## src/rtl/serial_subtractor.sv

```systemverilog
// Bit-serial unsigned subtractor: diff = (a - b) mod 2^WIDTH, bout = (a < b).
// Latency: start accepted at edge E0, diff/bout update at edge E(WIDTH), done pulses the following cycle.
// Backpressure: none; start is ignored while busy or done, one operation per WIDTH+2 cycles.
module serial_subtractor #(
  parameter int WIDTH = 8
) (
  input  logic             clk,
  input  logic             rst,
  input  logic             start,
  input  logic [WIDTH-1:0] a,
  input  logic [WIDTH-1:0] b,
  output logic [WIDTH-1:0] diff,
  output logic             bout,
  output logic             busy,
  output logic             done
);

  localparam int CW = $clog2(WIDTH) + 1;
  localparam logic [CW-1:0] LAST = CW'(WIDTH - 1);

  typedef enum logic [1:0] {
    IDLE  = 2'd0,
    SHIFT = 2'd1,
    DONE  = 2'd2
  } state_t;

  state_t state, state_next;

  logic [WIDTH-1:0] sa;
  logic [WIDTH-1:0] sb;
  // Holds the WIDTH-1 result bits produced so far; the final bit joins at completion.
  logic [WIDTH-2:0] wr;
  logic             br;
  logic [CW-1:0]    cnt;

  logic             d;
  logic             br_next;
  logic [WIDTH-1:0] wr_full;
  logic             busy_next;
  logic             done_next;

  // Full-subtractor cell on the current LSB pair plus the registered borrow.
  always_comb begin
    d       = sa[0] ^ sb[0] ^ br;
    br_next = (~sa[0] & sb[0]) | (~(sa[0] ^ sb[0]) & br);
    wr_full = {d, wr};
  end

  // State register.
  always_ff @(posedge clk or posedge rst) begin
    if (rst) state <= IDLE;
    else     state <= state_next;
  end

  // Next-state logic: WIDTH shift cycles, then one DONE cycle.
  always_comb begin
    state_next = state;
    case (state)
      IDLE:    if (start) state_next = SHIFT;
      SHIFT:   if (cnt == LAST) state_next = DONE;
      DONE:    state_next = IDLE;
      default: state_next = IDLE;
    endcase
  end

  // Output decode from the next state so busy/done can be registered in step with the FSM.
  always_comb begin
    busy_next = (state_next == SHIFT);
    done_next = (state_next == DONE);
  end

  // Registered status flags.
  always_ff @(posedge clk or posedge rst) begin
    if (rst) begin
      busy <= 1'b0;
      done <= 1'b0;
    end else begin
      busy <= busy_next;
      done <= done_next;
    end
  end

  // Datapath: latch operands on accept, shift one bit per cycle, publish result on the last shift.
  always_ff @(posedge clk or posedge rst) begin
    if (rst) begin
      sa   <= '0;
      sb   <= '0;
      wr   <= '0;
      br   <= 1'b0;
      cnt  <= '0;
      diff <= '0;
      bout <= 1'b0;
    end else begin
      case (state)
        IDLE: begin
          if (start) begin
            sa  <= a;
            sb  <= b;
            wr  <= '0;
            br  <= 1'b0;
            cnt <= '0;
          end
        end
        SHIFT: begin
          sa  <= sa >> 1;
          sb  <= sb >> 1;
          wr  <= wr_full[WIDTH-1:1];
          br  <= br_next;
          cnt <= cnt + CW'(1);
          if (cnt == LAST) begin
            diff <= wr_full;
            bout <= br_next;
          end
        end
        default: ;
      endcase
    end
  end

endmodule
```

## config.mk

```make
export PLATFORM = sky130hd
export DESIGN_NAME = serial_subtractor
export DESIGN_NICKNAME = d
export VERILOG_FILES = /design/src/rtl/serial_subtractor.sv
export SDC_FILE = /design/constraint.sdc
export NUM_CORES = 1
export LEC_CHECK = 0
export ABC_CLOCK_PERIOD_IN_PS = 2500
export CORE_MARGIN = 2
export CORE_UTILIZATION = 50
export CTS_CLUSTER_DIAMETER = 200
export DETAILED_ROUTE_END_ITERATION = 8
export PLACE_DENSITY = 0.86
export SLEW_MARGIN = 20
export SYNTH_ARGS = -nofsm -noshare
export SYNTH_HDL_FRONTEND = slang
export SYNTH_SLANG_ARGS = --single-unit
```

## constraint.sdc

```tcl
create_clock -name clk -period 2.5 [get_ports clk]
set_input_delay 0.5 -clock clk [delete_from_list [all_inputs] [get_ports clk]]
set_output_delay 0.5 -clock clk [all_outputs]
set_load 0.02 [all_outputs]
```

==> run metrics <==
outcome finished clean; sequential share of the synthesized area 0.608; critical path, cell by cell clkdlybuf4s50_1; critical path buffer and inverter count 1; Peak supply drop 706 uV; share of post-route cells with drive strength above 1 0.116; path depth of the worst reg2reg path 3; Final nets 210; Syn Area/Cell 10.8 um^2; crit path to diff[1]; Avg WL per Cell 12.9 um; max_cap viols 0; CP Class reg2out; worst hold path class reg2reg; number of global-route vias before repair 1126; DRT Pass-1 Iters 6; final total negative setup slack 0 ps; # clock sinks 41; initial core utilization 0.514; minimum clock period 1830 ps; yosys warns 0; setup ws final 670 ps; Startpoint Class flop; routed wire length 3.06 mm; global route overflow 0; H-Tree Depth 2; initial antenna violation count 0; max-slew violation count 0; Largest stage delay, worst path 600 ps; synthesized net count 177; GRT Total Usage 0.184; Min-Delay Startpoint sa[6]; worst-path cell with the longest stage delay clkdlybuf4s50_1; hold_ws 493 ps; Fillers 270; reg2reg start state[0]; FF+latch count, synth 41; final core occ 0.650; ant diodes 0; Post-Synthesis Cells 156; I/O pin count 30; CTS Hold Bufs 0; DR vias 1238; post-DR vias/cell 5.25; Port Buffer Count 29; Starting DRT DRC Count 40; dpl cells 228; Clock transition at path regs 120 ps; die area 3850 um^2; Setup Fix Bufs, Post-CTS 0; WP data required 2000 ps; area leader, netlist dfrtp_1; DP HPWL 2.16 mm; worst skew pair latency 360 ps; unrepaired setup endpoints after global routing false; P&R area growth vs syn 26.5%; synth top area cells dfrtp_1 61%, nand2_1 11%, a22oi_1 6.2%, mux2_2 5.3%, o21ai_0 3.3%; Reg-to-Reg End cnt[2]; clock skew 13.5 ps; leakage 0.989 nW; max_slew headroom 0.322; Die Y 62.1 um; fmax 546 MHz; Worst Hold Path Cells 2; Cell Pwr Density 1240 nW/um^2; GPL Wtd Cong 0.719; Tightest Pin Transition 1010 ps; total power 2.64 mW; Final Hold Fails 0; worst slack at placement 314 ps; Post-Syn Area 1690 um^2; largest net degree at the start of global routing 42; CP max FO 2; Placed Area 2030 um^2; CTS tree built; # DRC 0; R2R Setup Slk 810 ps; WP depth 1; endpoints failing setup 0; Final Cycle Share 0.732; Clock Path Buffers 2; Synth cell types 23; total CTS buffers 5; Largest delay share family, worst path buffers and inverters; Post-DRT Antenna Nets 0; post-CTS sizing 0; first-pass GRT wire length 4.95 mm; final non-filler cell total 236; Root Driver clkbuf_4; die width 62.1 um; fin area 2130 um^2; CP Capture Type output port; num rows 21; post-synth top area share 0.608; Worst EP arrival 1330 ps; CP startpoint diff[1]; core area 3280 um^2
## how the worst min path moves through the flow
stage	endpoint	slack (ps)
CTS	sa[6]	500
global route	sa[6]	530
detailed placement	sb[1]	470
floorplan	sb[0]	450
finish	sa[6]	490
global placement	sb[2]	460
## flip-flops by register name (all words and copies together) (netlist names)
name   count
sa         8
done       1
diff       8
cnt        4
state      2
bout       1
sb         8
wr         7
busy       1
br         1
## cell type report
type	instances	area, um^2	share of cell area
Tap cell	46	57.6	0.0270
Clock buffer	5	37.5	0.0176
Sequential cell	41	1030	0.481
Timing Repair Buffer	33	320	0.150
Multi-Input combinational cell	104	612	0.287
Clock inverter	3	65.1	0.0305
Inverter	4	15.0	0.00704
## cells by family after synthesis
kind of cell               after synthesis  share of synthesized area
AOI/OAI and AO/OA                       31                      0.121
adders and majority gates                2                     0.0193
buffers and inverters                   11                     0.0289
DFF                                     41                      0.608
muxes                                   10                     0.0653
and+or+nand+nor                         61                      0.157
## power breakdown
group	switching [mW]	total, mW	internal, mW
Clock	0.211	0.520	0.309
Combinational	0.529	0.987	0.457
Sequential	0.191	1.14	0.946
Total	0.931	2.64	1.71
## synthesized netlist by cell type
master / instances
a211oi_1: 2
a21o_1: 1
a22oi_1: 14
buf_6: 1
clkbuf_1: 6
dfrtp_1: 41
fa_1: 1
ha_1: 1
inv_1: 4
mux2_2: 8
mux2i_1: 2
nand2_1: 51
nand2b_1: 2
nand4_1: 1
nor2_1: 2
nor2b_1: 1
nor3_1: 1
nor3_4: 1
nor3b_1: 1
nor3b_2: 1
o21ai_0: 11
o21bai_1: 2
o22ai_1: 1
## layout by cell type, fill, tap and decap left out
master and n:
nor2b_1 1, mux2i_1 2, ha_1 1, fa_1 1, a21o_1 1, nor3_4 1
nand4_1 1, o21ai_0 11, nand2_1 51, nand2b_1 2, bufinv_16 2, clkdlybuf4s50_1 29
nor2_1 2, a22oi_1 14, clkinv_2 1, mux2_2 8, inv_1 4, o22ai_1 1
dfrtp_1 41, o21bai_1 2, clkbuf_4 5, a211oi_1 2, nor3b_2 1, buf_4 4
nor3b_1 1, nor3_1 1
## routing by layer
metal,share of wire,vias up,GRT usage
met2,0.51,34,0.305
li1,-,594,-
met5,0,-,0
met3,0.058,7,0.0683
met4,0.018,0,0.0729
met1,0.41,603,0.216
Note: power is estimated with default switching activity, not from simulation.
